### config.mk
export PLATFORM = sky130hd
export DESIGN_NAME = fifo_rd_stream_flat
export DESIGN_NICKNAME = d
export VERILOG_FILES = /design/src/rtl/fifo_rd_stream_if.sv /design/src/rtl/fifo_rd_stream.sv /design/src/flat_wrapper.sv
export SDC_FILE = /design/constraint.sdc
export NUM_CORES = 1
export LEC_CHECK = 0
export CORE_MARGIN = 8
export CORE_UTILIZATION = 61
export DETAILED_ROUTE_END_ITERATION = 7
export DONT_BUFFER_PORTS = 1
export PLACE_DENSITY = 0.77
export SLEW_MARGIN = 20
export SYNTH_ARGS = -nofsm -noshare
export SYNTH_HDL_FRONTEND = slang
export SYNTH_SLANG_ARGS = --single-unit
### constraint.sdc
create_clock -name clk -period 2.15 [get_ports clk]
set_clock_uncertainty 0.15 [all_clocks]
set_input_delay 0.5375 -clock clk [delete_from_list [all_inputs] [get_ports clk]]
set_output_delay 0.5375 -clock clk [all_outputs]
set_load 0.1 [all_outputs]
### src/rtl/fifo_rd_stream_if.sv
// FIFO read port plus the outgoing valid/ready stream, seen from the adapter (master)
// and from the FIFO/consumer environment (slave).
interface fifo_rd_stream_if #(
  parameter int W = 4
);
  logic         empty;
  logic         re;
  logic [W-1:0] rd;
  logic         out_valid;
  logic         out_ready;
  logic [W-1:0] out_data;

  modport master (
    input  empty, rd, out_ready,
    output re, out_valid, out_data
  );

  modport slave (
    output empty, rd, out_ready,
    input  re, out_valid, out_data
  );
endinterface

### src/rtl/fifo_rd_stream.sv
// Reader-side adapter: issues FIFO reads and re-times the 1-cycle read data through a
// small circular skid queue so the stream runs at one word per cycle without ready->re.
module fifo_rd_stream #(
  parameter int W  = 4,
  parameter int D  = 3,
  parameter int CW = 16
) (
  input  logic          clk,
  input  logic          rst,
  fifo_rd_stream_if.master bus,
  output logic [CW-1:0] count
);
  localparam int PW = (D > 1) ? $clog2(D) : 1;
  localparam int OW = $clog2(D + 1);

  logic [W-1:0]  mem_q [D];
  logic [PW-1:0] head_q, head_d;
  logic [PW-1:0] tail_q, tail_d;
  logic [OW-1:0] occ_q, occ_d;
  logic          infl_q, infl_d;
  logic [CW-1:0] count_q, count_d;
  logic [OW:0]   pending;
  logic          pop;

  function automatic logic [PW-1:0] ptr_inc(input logic [PW-1:0] p);
    return (p == PW'(D - 1)) ? '0 : p + PW'(1);
  endfunction

  // Words already held plus the one in flight must fit, so capture never overflows.
  assign pending       = {1'b0, occ_q} + (OW + 1)'(infl_q);
  assign bus.re        = !rst && !bus.empty && (pending < (OW + 1)'(D));
  assign bus.out_valid = (occ_q != '0);
  assign bus.out_data  = mem_q[head_q];
  assign pop           = bus.out_valid && bus.out_ready;
  assign count         = count_q;

  always_comb begin
    infl_d  = bus.re;
    head_d  = pop ? ptr_inc(head_q) : head_q;
    tail_d  = infl_q ? ptr_inc(tail_q) : tail_q;
    occ_d   = occ_q + OW'(infl_q) - OW'(pop);
    count_d = pop ? count_q + CW'(1) : count_q;
  end

  always_ff @(posedge clk) begin
    if (rst) begin
      head_q  <= '0;
      tail_q  <= '0;
      occ_q   <= '0;
      infl_q  <= 1'b0;
      count_q <= '0;
      for (int i = 0; i < D; i++) mem_q[i] <= '0;
    end else begin
      head_q  <= head_d;
      tail_q  <= tail_d;
      occ_q   <= occ_d;
      infl_q  <= infl_d;
      count_q <= count_d;
      if (infl_q) mem_q[tail_q] <= bus.rd;
    end
  end
endmodule

### src/flat_wrapper.sv
// flat-port wrapper written by rule: the top's interface ports become plain ports
module fifo_rd_stream_flat 
#(
  parameter int W  = 4,
  parameter int D  = 3,
  parameter int CW = 16
)
  (clk, rst, count, bus_empty, bus_rd, bus_out_ready, bus_re, bus_out_valid, bus_out_data);
  fifo_rd_stream_if #(.W(W)) bus_i ();
  input  logic clk;
  input  logic rst;
  output logic [CW-1:0] count;
  input wire logic [$bits(bus_i.empty)-1:0] bus_empty;
  input wire logic [$bits(bus_i.rd)-1:0] bus_rd;
  input wire logic [$bits(bus_i.out_ready)-1:0] bus_out_ready;
  output wire logic [$bits(bus_i.re)-1:0] bus_re;
  output wire logic [$bits(bus_i.out_valid)-1:0] bus_out_valid;
  output wire logic [$bits(bus_i.out_data)-1:0] bus_out_data;
  assign bus_i.empty = bus_empty;
  assign bus_i.rd = bus_rd;
  assign bus_i.out_ready = bus_out_ready;
  assign bus_re = bus_i.re;
  assign bus_out_valid = bus_i.out_valid;
  assign bus_out_data = bus_i.out_data;
  fifo_rd_stream #(.W(W), .D(D), .CW(CW)) u_core (.clk(clk), .rst(rst), .bus(bus_i), .count(count));
endmodule
==> metrics.md, run 1 <==
| Metric | Value |
|---|---|
| Status | `finished with violations` |
| Failing checks | `negative setup slack` |
| Critical Path RT | `1.46 ns` |
| Endpoint kind of the worst setup timing path | `primary output` |
| Non-filler cells in the finished layout | `220` |
| Commonest cells after routing, fill and taps aside | `nor2_1 (22), buf_4 (18), edfxtp_1 (16)` |
| M2 GR Usage | `0.255` |
| WL final | `roughly 3500 µm` |
| Residual DRC count | `0` |
| Initial DRC Count | `106` |
| Syn_area_per_cell | `between 10 and 15 µm²` |
| Worst IR Drop VDD | `0.416 mV` |
| Synth area leaders | `dfxtp_1 (27%), edfxtp_1 (26%), mux4_2 (4.9%), nor2_1 (4.5%), and2_1 (4.1%)` |
| Post-CTS sizing | `3` |
| PwrDens | `roughly 630 mW/mm²` |
| Netlist cell types | `42` |
| Syn nets | `roughly 180` |
| Crit path max fanout | `7` |
| Hold Crit Start | `bus_empty` |
| Antenna Cells | `0` |
| Placed Cells | `about 210` |
| Final clock period utilization by the worst path | `1.11` |
| Switching power | `around 0.00036 W` |
| Post-synth top area share | `0.272` |
| Fraction of layout cells with a size suffix above 1 | `0.310` |
| H-tree depth | `2` |
| First-pass GRT wire length | `5730 µm` |
| Cell area after synthesis | `between 0.0015 and 0.002 mm²` |
| Pre-antenna DRT Iters | `4` |
| Initial Util | `0.623` |
| Initial antenna violation count | `0` |
| Internal power | `~0.001 W` |
| CTS hold repair buffers | `0` |
| Clk sinks | `just over 40` |
| Worst R2R Start | `u_core.count[0]` |
| TNS Setup | `-0.513 ns` |
| Gate Count Post-Synth | `roughly 160` |
| Critical path class | `flop to primary output` |
| Critical Path Start | `u_core.occ_q[0]` |
| Postcts setup bufs | `0` |
| Max Cap Viol | `0` |
| Port Buf Inserts | `0` |
| Total track usage | `0.147` |
| Vias in the first global route | `between 1k and 1.5k` |
| Worst setup SP type | `flop` |
| Largest net degree at the start of global routing | `38` |
| Commonest non-fill, non-tap cell in the layout | `nor2_1` |
| Seq/Total Area, Yosys | `0.533` |
| Post-layout net count | `198` |
| Core Region | `0.00295 mm²` |
| Crit path DAT | `1.70 ns` |
| Switch share | `0.268` |
| P_leak | `approximately 0.86 nW` |
| Post-synth EDFFs | `16` |
| #FFs+latches synth | `41` |
| Row cnt | `20` |
| Die Area | `just over 0.005 mm²` |
| Number of buffers created by CTS | `5` |
| GPL Wtd Cong | `between 0.7 and 0.8` |
| Max Transition Viols Final | `0` |
| RSZ-0062 raised after global routing | `yes` |
| Final setup viols | `5` |
| Power share of the clock group | `0.273` |
| Root Driver | `clkbuf_4` |
| Clk_lat worst skew | `0.36 ns` |
| IO Count | `30` |
| Worst-Margin Slew | `between 0.5 and 0.6 ns` |
| Syn. warnings | `0` |
| Global route hottest layer | `met2` |
| CTS tree | `yes` |
| Hold Path Class | `primary input to flop` |
| M3 GR Usage | `0.0692` |
| Drt wl/cell | `roughly 16 µm` |
| Relative slew margins | `0.599` |
| Setup ws final | `-0.235 ns` |
| Ys async rst share | `0` |
| Register share of total power | `0.623` |
| Antenna viol nets, final | `0` |
| Area grow syn2layout | `16.5%` |
| Vias per inst | `5.75` |
| Clock tree buffer depth | `2` |
| Clock transition at path regs | `between 0.1 and 0.15 ns` |
| Min Tclk post-route | `around 2.4 ns` |
| Fmax | `roughly 0.42 GHz` |
| Area leader, netlist | `dfxtp_1` |
| Gr ovfl total | `0` |
| DP Wirelength | `2700 µm` |
| Final hold violations | `0` |
| DR vias | `1265` |
| Comb pwr share | `0.104` |
| Top_reg_cell synth | `dfxtp_1` |
| Die height | `between 70 and 80 µm` |
| Met1 GRT Util | `0.144` |
| Die Wd | `slightly above 70 µm` |
## cell usage after synthesis (all sizes together), types with 2 or more instances
cell,n
nor4b,2
and2,12
nor2,22
a21oi,8
a31o,3
nor3,5
dfxtp,25
mux4,4
nand3,2
ha,4
o21ai,3
nand2,10
edfxtp,16
clkbuf,3
nand4,2
mux2i,2
or2,4
nor2b,2
inv,5
xnor2,4
nor4,3
xor2,6
a2111oi,2
nand2b,2
## sequential cells by signal, indices dropped and copies added, names as in the netlist, named ones only
| register | flops |
|---|---|
| u_core.infl_q | 1 |
| u_core.mem_q | 16 |
| u_core.occ_q | 2 |
| u_core.head_q | 2 |
| u_core.count | 16 |
| u_core.tail_q | 2 |
## worst max-delay path, stage by stage, from the launching register on
cell and delay (ns):
dfxtp_4 0.39, ha_4 0.17, ha_4 0.22, a2111oi_4 0.34
buf_12 0.22
## final cells by class
type / count / area, µm²
flip-flops and latches: 41 / 1010
well taps: 33 / 41.3
inverters: 5 / 18.8
clock inverters: 2 / 10.0
clock buffers: 6 / 41.3
fillers: 220 / 808
multi-input cells: 114 / 870
repair buffers: 19 / 155
## through the flow
stage	hold slack, ns	cell area [µm²]	setup WS (ns)	power, W	util
floorplan	0.318	1940	-0.424	0.000992	-
finish	0.0926	2140	-0.235	0.00135	0.726
CTS	0.0606	2140	-0.258	0.00136	0.726
detailed placement	0.338	2090	0.150	0.000998	0.706
global placement	0.318	2090	0.181	0.000993	0.706
global route	0.0594	2140	-0.298	0.00140	0.726
## cells by family (layout without fill, tap and decap cells)
| kind of cell | count (synthesis) | in the layout | synth area share |
|---|---|---|---|
| buf+inv | 9 | 32 | 0.0184 |
| compound gates | 21 | 21 | 0.0789 |
| xor+xnor | 10 | 10 | 0.0476 |
| fa+ha+maj | 4 | 4 | 0.0272 |
| mux | 7 | 7 | 0.0659 |
| flops | 41 | 41 | 0.533 |
| simple gates | 72 | 72 | 0.229 |
## path summary, 6_finish.rpt
kind	slack, ns	to	cells after the start
hold / removal	0.09	u_core.infl_q	1
hold reg to reg	0.36	flop	2
setup reg to reg	0.23	u_core.count[14]	5
setup / recovery	-0.23	bus_re	4
## power by group through the flow
stage,Clock (W),Combinational (W),Sequential (W)
finish,0.000368,0.000140,0.000838
global route,0.000408,0.000147,0.000841
CTS,0.000382,0.000141,0.000838
detailed placement,0,0.000141,0.000857
global placement,0,0.000138,0.000856
floorplan,0,0.000130,0.000862
## metal layers
metal | vias to the layer above | part of all wire
met5 | - | 0
met4 | 0 | 0.021
met3 | 8 | 0.067
met2 | 28 | 0.54
met1 | 600 | 0.38
li1 | 629 | -
Note: power is estimated with default switching activity, not from simulation.
==> run 2: changes to the inputs <==
- CORE_UTILIZATION: 61 -> 55
- PLACE_DENSITY: 0.77 -> 0.73
- SKIP_LAST_GASP: default -> 1
- clock period: 2.15 -> 1.9 ns (I/O delays scaled with it)
==> metrics.md, run 2 (synthesis gave the netlist of run 1 again) <==
| Metric | Value |
|---|---|
| Residual DRC count | `0 (unchanged)` |
| Sequential cell area | `0.00103 mm² (+2.5%)` |
| Die Wd | `73.9 µm (+4.1%)` |
| WL final | `3720 µm (+5.1%)` |
| Critical Path RT | `1.27 ns (-0.19 ns)` |
| Critical path class | `flop to primary output` |
| Area grow syn2layout | `30.6%` |
| CTS hold repair buffers | `0 (unchanged)` |
| Initial antenna violation count | `0 (unchanged)` |
| Worst-Margin Slew | `0.475 ns (-0.124 ns)` |
| Final Power | `0.00170 W (+27%)` |
| Relative slew margins | `0.681 (+0.0824)` |
| Clock transition at path regs | `0.12 ns (about the same)` |
| P_leak | `0.960 nW (+12%)` |
| RSZ-0062 raised after global routing | `yes` |
| Worst IR Drop VDD | `0.453 mV (+8.8%)` |
| IO Count | `30 (unchanged)` |
| DP Wirelength | `2730 µm (+1.4%)` |
| Gr ovfl total | `0 (unchanged)` |
| H-tree depth | `2 (unchanged)` |
| Final clock period utilization by the worst path | `1.19` |
| Fin util | `0.732 (+0.00554)` |
| Depth of the worst hold-timing path | `1 (unchanged)` |
| Multi-input combinational cell area | `885 µm² (+1.7%)` |
| Final setup viols | `6 (+1)` |
| Number of buffers created by CTS | `5 (unchanged)` |
| Vias per inst | `5.32 (-7.4%)` |
| Commonest non-fill, non-tap cell in the layout | `buf_4` |
| Commonest cells after routing, fill and taps aside | `buf_4 (25), nor2_1 (22), edfxtp_1 (16)` |
| Row cnt | `21 (+5.0%)` |
| Hold Path Class | `primary input to flop` |
| Initial Util | `0.560 (-0.0629)` |
| Cell depth of the worst flop-to-flop path | `5 (unchanged)` |
| Min Tclk post-route | `2.26 ns` |
| Antenna viol nets, final | `0 (unchanged)` |
| DR vias | `1315 (+4.0%)` |
| Vias in the first global route | `1377 (+8.9%)` |
| Die height | `73.9 µm (+4.1%)` |
| First-pass GRT wire length | `6000 µm (+4.7%)` |
| CTS tree | `yes` |
| GPL Wtd Cong | `0.775 (+2.0%)` |
| Fmax | `0.442 GHz` |
| Max Cap Viol | `0 (unchanged)` |
| Setup ws final | `-0.363 ns (-0.129 ns)` |
| Crit path max fanout | `2 (-5)` |
| Worst setup SP type | `flop` |
| Initial DRC Count | `66 (-38%)` |
| Final instance area | `0.00240 mm² (+12%)` |
| Status | `finished with violations` |
| Die Area | `0.00545 mm² (+8.4%)` |
| Failing checks | `negative setup slack` |
| Fraction of layout cells with a size suffix above 1 | `0.383 (+0.0729)` |
| Clk_lat worst skew | `0.35 ns (about the same)` |
| PwrDens | `709 mW/mm² (+13%)` |
| Drt wl/cell | `15.1 µm (-6.4%)` |
| Root Driver | `clkbuf_4` |
| Pre-antenna DRT Iters | `4 (unchanged)` |
| Total track usage | `0.147 (+0.000482)` |
| Clk sinks | `41 (unchanged)` |
| Final hold violations | `0 (unchanged)` |
| Antenna Cells | `0 (unchanged)` |
| Clock tree buffer depth | `2 (unchanged)` |
| Crit path DAT | `1.64 ns (-0.06 ns)` |
| Largest net degree at the start of global routing | `38 (unchanged)` |
| Post-layout net count | `212 (+7.1%)` |
| Max Transition Viols Final | `0 (unchanged)` |
| Core Region | `0.00328 mm² (+11%)` |
| Endpoint kind of the worst setup timing path | `primary output` |
| Post-DP Area | `0.00228 mm² (+9.2%)` |
| Pre-CTS setup slack | `0.0235 ns (-0.126 ns)` |
| Port Buf Inserts | `0 (unchanged)` |
| Fillcell total | `235 (+6.8%)` |
run 2: changes by cell type in the layout (fill, tap and decap cells not counted), moves of 2 or more:
cell,previous run,this run
dfxtp_4,4,12
buf_4,18,25
buf_12,1,6
dfxtp_1,11,7
dfxtp_2,10,6
buf_6,0,2
clkinv_2,2,0
run 2: area by class of cell:
type | instances | share of cell area
clock buffers | 5 | 0.0156
repair buffers | 33 | 0.137
clock inverters | 3 | 0.0172
multi-input cells | 114 | 0.368
inverters | 5 | 0.00781
well taps | 46 | 0.0239
flip-flops and latches | 41 | 0.430
run 2: layer usage:
| metal | GRT usage | vias up | routed length (µm) |
|---|---|---|---|
| li1 | - | 656 | - |
| met1 | 0.137 | 623 | 1450 |
| met2 | 0.272 | 26 | 2000 |
| met3 | 0.0450 | 10 | 183 |
| met4 | 0.0931 | 0 | 86 |
| met5 | 0 | - | 0 |
run 2: stage by stage:
step	cells	TNS, ns	hold slack (ns)
floorplan	164	-0.672	0.318
global placement	235	0	0.320
detailed placement	235	0	0.332
CTS	246	-1.41	0.0107
global route	247	-1.46	0.0112
finish	247	-1.21	0.0285
run 2: path summary, 6_finish.rpt:
check / from / to / slack [ns]
hold reg to reg: u_core.head_q[0] / flop / 0.35
setup / recovery: u_core.occ_q[0] / bus_re / -0.36
setup reg to reg: u_core.count[0] / u_core.count[14] / 0.09
hold / removal: rst / u_core.occ_q[0] / 0.03
run 2: where the power goes:
group	switching [W]	total, W	internal [W]	leakage, nW
Clock	0.000284	0.000556	0.000272	0.0389
Combinational	0.000128	0.000213	0.0000843	0.546
Sequential	0.0000158	0.000935	0.000919	0.375
Total	0.000428	0.00170	0.00128	0.960
run 2: repair_timing:
action                     4_1_cts  5_1_grt
setup endpoints to repair        6       11
buffers inserted                 4        2
gates resized for setup          7        1
pin swaps                        1        2
run 2: critical path, stage by stage (launching register included):
cell and delay [ns]:
dfxtp_2 0.36, ha_4 0.16, ha_4 0.22, a2111oi_4 0.34, buf_12 0.22
==> run 3: changes to the inputs <==
- GPL_ROUTABILITY_DRIVEN: default -> 0
==> results of run 3 <==
Final layout, timing and power as in run 2 (identical DEF).
